## src/rtl/spi_slave_resp.sv

```systemverilog
// spi_slave_resp: oversampled SPI responder (CPHA=0) with one-entry TX and RX holding registers.
// Optional `SPI_SLV_ECHO_EN: an empty TX holding register sends the last completed RX byte.
module spi_slave_resp_sync #(
  parameter int   STAGES  = 2,
  parameter logic RST_VAL = 1'b0
) (
  input  logic clk_i,
  input  logic rst_ni,
  input  logic d,
  output logic q
);
  logic [STAGES-1:0] ff;

  always_ff @(posedge clk_i or negedge rst_ni)
    if (!rst_ni) ff <= {STAGES{RST_VAL}};
    else         ff <= {ff[STAGES-2:0], d};

  assign q = ff[STAGES-1];
endmodule

module spi_slave_resp #(
  parameter bit         CPOL        = 1'b0,
  parameter int         SYNC_STAGES = 2,
  parameter logic [7:0] FILL_BYTE   = 8'hFF
) (
  input  logic       clk_i,
  input  logic       rst_ni,
  input  logic       spi_clk_i,
  input  logic       spi_ss_i,
  input  logic       spi_mosi_i,
  output logic       spi_miso_o,
  output logic       spi_miso_oe_o,
  input  logic [7:0] tx_data_i,
  input  logic       tx_valid_i,
  output logic       tx_ready_o,
  output logic [7:0] rx_data_o,
  output logic       rx_valid_o,
  input  logic       rx_ready_i,
  output logic       busy_o,
  output logic       rx_overrun_o
);
  localparam int NUM_LANES = 3;
  // Lane order: 0 = spi_clk, 1 = spi_ss, 2 = spi_mosi; reset to their idle levels.
  localparam logic [NUM_LANES-1:0] SYNC_RST = {1'b0, 1'b1, CPOL};

  typedef enum logic {IDLE, ACTIVE} state_t;

  logic [NUM_LANES-1:0] pin_raw, pin_s;
  logic       clk_s, ss_s, mosi_s, clk_q, ss_q;
  logic       lead, trail, ss_fall, ss_rise;
  state_t     state, state_nxt;
  logic [7:0] tx_hold, tx_shift, rx_shift, rx_byte, empty_byte, load_byte;
  logic       tx_full, skip_shift, byte_done, load_pt;
  logic [2:0] bitcnt;

  assign pin_raw = {spi_mosi_i, spi_ss_i, spi_clk_i};

  for (genvar g = 0; g < NUM_LANES; g++) begin : g_sync
    spi_slave_resp_sync #(.STAGES(SYNC_STAGES), .RST_VAL(SYNC_RST[g])) u_sync (
      .clk_i  (clk_i),
      .rst_ni (rst_ni),
      .d      (pin_raw[g]),
      .q      (pin_s[g])
    );
  end

  assign {mosi_s, ss_s, clk_s} = pin_s;

  always_ff @(posedge clk_i or negedge rst_ni)
    if (!rst_ni) begin
      clk_q <= CPOL;
      ss_q  <= 1'b1;
    end else begin
      clk_q <= clk_s;
      ss_q  <= ss_s;
    end

  assign lead    = (clk_s != CPOL) && (clk_q == CPOL);
  assign trail   = (clk_s == CPOL) && (clk_q != CPOL);
  assign ss_fall = ss_q && !ss_s;
  assign ss_rise = !ss_q && ss_s;

  // FSM: state register / next state / outputs
  always_ff @(posedge clk_i or negedge rst_ni)
    if (!rst_ni) state <= IDLE;
    else         state <= state_nxt;

  always_comb begin
    state_nxt = state;
    case (state)
      IDLE:    if (ss_fall) state_nxt = ACTIVE;
      ACTIVE:  if (ss_rise) state_nxt = IDLE;
      default: state_nxt = IDLE;
    endcase
  end

  always_comb begin
    busy_o        = (state == ACTIVE);
    spi_miso_oe_o = (state == ACTIVE);
    spi_miso_o    = (state == ACTIVE) && tx_shift[7];
  end

  assign byte_done = (state == ACTIVE) && !ss_rise && lead && (bitcnt == 3'd7);
  assign load_pt   = ((state == IDLE) && ss_fall) || byte_done;
  assign rx_byte   = {rx_shift[6:0], mosi_s};

`ifdef SPI_SLV_ECHO_EN
  logic [7:0] echo_byte;
  logic       echo_vld;

  always_ff @(posedge clk_i or negedge rst_ni)
    if (!rst_ni) begin
      echo_byte <= '0;
      echo_vld  <= 1'b0;
    end else if (byte_done) begin
      echo_byte <= rx_byte;
      echo_vld  <= 1'b1;
    end

  // At a byte boundary the byte completing this cycle is the most recent one.
  assign empty_byte = (state == ACTIVE) ? rx_byte : (echo_vld ? echo_byte : FILL_BYTE);
`else
  assign empty_byte = FILL_BYTE;
`endif

  assign load_byte  = tx_full ? tx_hold : empty_byte;
  assign tx_ready_o = !tx_full;

  always_ff @(posedge clk_i or negedge rst_ni)
    if (!rst_ni) begin
      tx_full <= 1'b0;
      tx_hold <= '0;
    end else begin
      if (load_pt) tx_full <= 1'b0;
      if (tx_valid_i && tx_ready_o) begin
        tx_full <= 1'b1;
        tx_hold <= tx_data_i;
      end
    end

  // The trailing edge right after a reload is swallowed so the new MSB stays on MISO.
  always_ff @(posedge clk_i or negedge rst_ni)
    if (!rst_ni) begin
      tx_shift   <= '0;
      rx_shift   <= '0;
      bitcnt     <= '0;
      skip_shift <= 1'b0;
    end else begin
      case (state)
        IDLE: if (ss_fall) begin
          tx_shift   <= load_byte;
          rx_shift   <= '0;
          bitcnt     <= '0;
          skip_shift <= 1'b0;
        end
        ACTIVE: if (ss_rise) begin
          tx_shift   <= '0;
          rx_shift   <= '0;
          bitcnt     <= '0;
          skip_shift <= 1'b0;
        end else if (lead) begin
          rx_shift <= rx_byte;
          bitcnt   <= bitcnt + 3'd1;
          if (bitcnt == 3'd7) begin
            tx_shift   <= load_byte;
            skip_shift <= 1'b1;
          end
        end else if (trail) begin
          if (skip_shift) skip_shift <= 1'b0;
          else            tx_shift   <= {tx_shift[6:0], 1'b0};
        end
        default: ;
      endcase
    end

  always_ff @(posedge clk_i or negedge rst_ni)
    if (!rst_ni) begin
      rx_data_o    <= '0;
      rx_valid_o   <= 1'b0;
      rx_overrun_o <= 1'b0;
    end else begin
      rx_overrun_o <= 1'b0;
      if (byte_done) begin
        if (rx_valid_o && !rx_ready_i) begin
          rx_overrun_o <= 1'b1;
        end else begin
          rx_data_o  <= rx_byte;
          rx_valid_o <= 1'b1;
        end
      end else if (rx_valid_o && rx_ready_i) begin
        rx_valid_o <= 1'b0;
      end
    end
endmodule

```

## config.mk

```make
export PLATFORM = sky130hd
export DESIGN_NAME = spi_slave_resp
export DESIGN_NICKNAME = d
export VERILOG_FILES = /design/src/rtl/spi_slave_resp.sv
export SDC_FILE = /design/constraint.sdc
export NUM_CORES = 1
export LEC_CHECK = 0
export BUFFER_PORTS_ARGS = -buffer_cell sky130_fd_sc_hd__buf_4
export CAP_MARGIN = 20
export CORE_UTILIZATION = 31
export DETAILED_ROUTE_END_ITERATION = 8
export PLACE_DENSITY = 0.56
export SKIP_CTS_REPAIR_TIMING = 1
export SLEW_MARGIN = 20
export SYNTH_ARGS = -nofsm -noshare
export SYNTH_HDL_FRONTEND = slang
export SYNTH_SLANG_ARGS = --single-unit
```

## constraint.sdc

```tcl
create_clock -name clk_i -period 2.4 [get_ports clk_i]
set_clock_uncertainty 0.05 [all_clocks]
set_input_delay 0.6 -clock clk_i [delete_from_list [all_inputs] [get_ports clk_i]]
set_output_delay 0.6 -clock clk_i [all_outputs]
set_load 0.03 [all_outputs]
```

Yosys cells after proc, flatten, opt, wreduce, memory -nomap -nowiden

Index checks and enable logic that the tools add are counted.

Output and inout port bits: 14
Logic and storage cells: 84
Register bits after elaboration: 47

Muxes and demuxes: 32
Add/subtract/negate cells: 1
Eq/ne operators: 7
Reduce and logical (&&, ||, !) cells: 25
Bitwise logic cells: 4

Operators by type and width:

| operator            | number |
|---|---|
| $mux 8              | 7 |
| $mux 7              | 3 |
| $pmux 8 s2          | 1 |
| $mux 1              | 14 |
| $pmux 7 s2          | 1 |
| $logic_and 1x1->1   | 12 |
| $mux 3              | 3 |
| $ne 4x4->1 const B  | 2 |
| $pmux 3 s2          | 1 |
| $reduce_and 2->1    | 3 |
| $logic_not 1->1     | 5 |
| $ne 2x2->1 const B  | 2 |
| $ne 4x3->1 const B  | 1 |
| $not 1->1           | 4 |
| $pmux 1 s2          | 2 |
| $reduce_and 4->1    | 1 |
| $reduce_bool 2->1   | 2 |
| $add 3x1->3 const B | 1 |
| $eq 3x3->1 const B  | 1 |
| $ne 3x3->1 const B  | 1 |
| $reduce_and 3->1    | 1 |
| $logic_or 1x1->1    | 1 |

Depth between registers and ports, before layout

Depth in word-level cells: 9
Mapped depth: 7
Depth with buffers taken out: 6

Hierarchy

Synthesis repeated with hierarchy kept, for this count alone.

Cells, all modules: 147
Area total of the unflattened synthesis: 1995.7 µm²

By module, submodules not included:

| module                                     | cells each | times used | area an instance (µm²) |
|---|---|---|---|
| spi_slave_resp                             | 141        | 1          | 1843.0 |
| spi_slave_resp_sync (g_sync[0].u_sync ...) | 2          | 2          | 50.0 |
| spi_slave_resp_sync (g_sync[1].u_sync)     | 2          | 1          | 52.6 |

Least setup slack after synthesis

No wires, ideal clock.

Kind: reg2out
Start: register state, in the netlist busy_o
End: output spi_miso_o
Setup slack: 0.386 ns
Cell stages (with the launch flop): 4
Data arrival time: 1.364 ns
Path buffers: 2
Cells stage by stage: dfrtp_1 -> buf_4 -> clkbuf_1 -> and2_1

Word-level cells in the longest chain between the ends: 1

Ends and longest elaborated chain:

| item                     | RTL line | source |
|---|---|---|
| start: declaration       | 51       | `state_t state, state_nxt;` |
| start signal: assignment | 86       | `else state <= state_nxt;` |
| $logic_and 1x1->1        | 100      | `spi_miso_o = (state == ACTIVE) && tx_shift[7];` |
| end: declaration         | 31       | `output logic spi_miso_o,` |

No other way between the ends.

Worst setup path after layout

Ends and elaborated chain as after synthesis.

==> reports/results.tsv <==
stage	metric	value	unit
run_status	status	complete, no violations	
finish	diodes	0	
routing	via_per_inst	4.98	
routing	wl_met2	1630	µm
floorplan	core	6390	µm²
power	power	1.99	mW
timing	worstMarginPinSlew	0.741	ns
timing	rsz0062_at_grt	false	
floorplan	die_w	83.6	µm
global_routing	grt_max_degree	48	
floorplan	die_y	83.6	µm
routing	postRouteWirelength	3790	µm
global_routing	grt_overflow	0	
timing	setup_viol_count_final	0	
finish	multi_input_area	791	µm²
place	portBuffers	28	
timing	period_needed	2.17	ns
synth	synth_commonest_cells	44 x dfrtp_1, 22 x nand2_1, 11 x nand3_1	
routing	ant_nets	0	
synth	synth_most_common_cell	dfrtp_1	
cts	cts_made_buffers	5	
routing	wl_met1	1920	µm
routing	vias	1400	
cts	cts_tree	done	
setup_path	crit_arrival	1.52	ns
place	gp_congestion	0.764	
synth	ys_types	39	
cts	clkTransAtPathRegs	0.08	ns
power	power.density	820	nW/µm²
routing	wl_per_cell	13.5	µm
setup_path	required	1.75	ns
timing	slew_violations	0	
cts	cts-root-buf	clkbuf_8	
floorplan	ioPinCount	29	
timing	relSlewSlack	0.503	
finish	fin_nets	220	
routing	drtIter0Drc	97	
synth	synth_area	2070	µm²
setup_path	r2r_start	busy_o	
setup_path	critPathLaunch	busy_o	
cts	clockBufferDepth	2	
routing	top_layer	met4	
cts	insertion_delay	0.29	ns
setup_path	timing_worst_setup_path_type	reg2out	
floorplan	placementRows	29	
synth	ys_ff_latch	47	
global_routing	grt_usage	0.118	
floorplan	start_util	0.323	
routing	wl_met3	183	µm
synth	synth-async-reset-ratio	1.00	
synth	syn-instance-count	176	
synth	ys_seq_area_frac	0.571	
timing	setup_tns	0	ns
timing	hold_viol	0	
synth	synth_area_leaders	dfrtp_1 53%, mux2_1 4.4%, mux2_2 4.4%	
synth	avgSynthCellArea	11.7	µm²
synth	ys_warn_count	0	
cts	clock_sinks	47	
global_routing	grt_pass1_wl	6560	µm
setup_path	endpoint_kind	output port	
cts	cts-htree-levels	2	
power	ir_drop	0.000320	V
place	dp_hpwl	2560	µm
finish	syn_to_final_growth	17.4	%
floorplan	dieArea	6990	µm²
timing	fmaxAchievable	462	MHz
setup_path	startpoint_type	flop	
synth	synth.top_cell.area_share	0.533	
routing	dr.pass1.iters	4	
job	maxCapViolations	0	
finish	drive_gt1_frac	0.304	
synth	synth_flop_cell	dfrtp_1	
power	leakage	1.17	nW
global_routing	grt_pass1_vias	1341	
synth	synth_area_leader_cell	dfrtp_1	
setup_path	critPathMaxFanout	13	
global_routing	antenna_found_initial	0	
synth	synth_edf_count	0	
routing	drc_errors	0	
synth	synth_nets	193	
worst_hold_path	hold_path_class	in2async	
timing	finalCritPeriodShare	0.902	
finish	register_area	1180	µm²
finish	fillerInstances	621	
-- cells in the final DEF (no fill, tap or decap), drive strengths merged, types with 4 or more instances in the layout --
cell,n
nand3,11
mux2,16
o21ai,5
nor3,8
nor2,10
o41ai,8
clkbuf,8
nand2b,4
buf,33
dfrtp,44
nand4,8
nand2,22
-- critical path, stage by stage, from the launching register on --
cell and delay [ns]:
dfrtp_1 0.62, buf_4 0.27, and2_1 0.16, buf_4 0.16
-- stage by stage --
stage	cell area (µm²)	setup slack, ns	util	hold WS, ns	instances
global route	2430	0.167	0.380	0.293	281
detailed placement	2330	0.420	0.364	0.287	273
finish	2430	0.234	0.380	0.256	281
CTS	2430	0.233	0.380	0.281	281
floorplan	2070	0.386	-	0.254	176
global placement	2330	0.500	0.364	0.284	273
-- sequential cells by signal, indices dropped and copies added, names as in the netlist --
register and count:
rx_shift 7, tx_full 1, skip_shift 1, bitcnt 3, rx_valid_o 1, busy_o 1
tx_hold 8, tx_shift 8, rx_data_o 8, ss_q 1, g_sync.u_sync.ff 6, clk_q 1
rx_overrun_o 1
-- cell families after synthesis --
family / after synthesis / synth area share
simple gates: 75 / 0.198
flops: 47 / 0.571
compound gates: 20 / 0.0854
buf+inv: 16 / 0.0460
mux: 16 / 0.0872
fa+ha+maj: 2 / 0.0121
-- path summary, 6_finish.rpt --
check / endpoint / slack [ns] / depth (start not counted)
max: spi_miso_o / 0.23 / 3
min: rx_data_o[1] / 0.26 / 1
max reg2reg: tx_shift[2] / 0.42 / 5
min reg2reg: g_sync[2].u_sync.ff[1] / 0.31 / 0
max in group asynchronous: rx_overrun_o / 1.66 / 1
min in group clk_i: g_sync[2].u_sync.ff[1] / 0.31 / 0
-- metal layers --
layer | vias to the layer above | GRT usage
met5 | - | 0
met4 | 0 | 0.0555
met3 | 7 | 0.0287
met2 | 35 | 0.173
met1 | 672 | 0.162
li1 | 686 | -
-- cell type report --
cell class,count,area share
sequential,47,0.486
multi-input combinational,113,0.326
timing repair buffer,33,0.102
clock buffer,8,0.0413
tap,77,0.0397
inverter,3,0.00464
-- report_power, final --
part / internal [mW] / total [mW] / switching (mW) / leakage, nW
combinational: 0.214 / 0.437 / 0.223 / 0.520
clock: 0.263 / 0.512 / 0.249 / 0.0515
sequential: 0.942 / 1.04 / 0.0992 / 0.595
total: 1.42 / 1.99 / 0.571 / 1.17
Note: power is estimated with default switching activity, not from simulation.
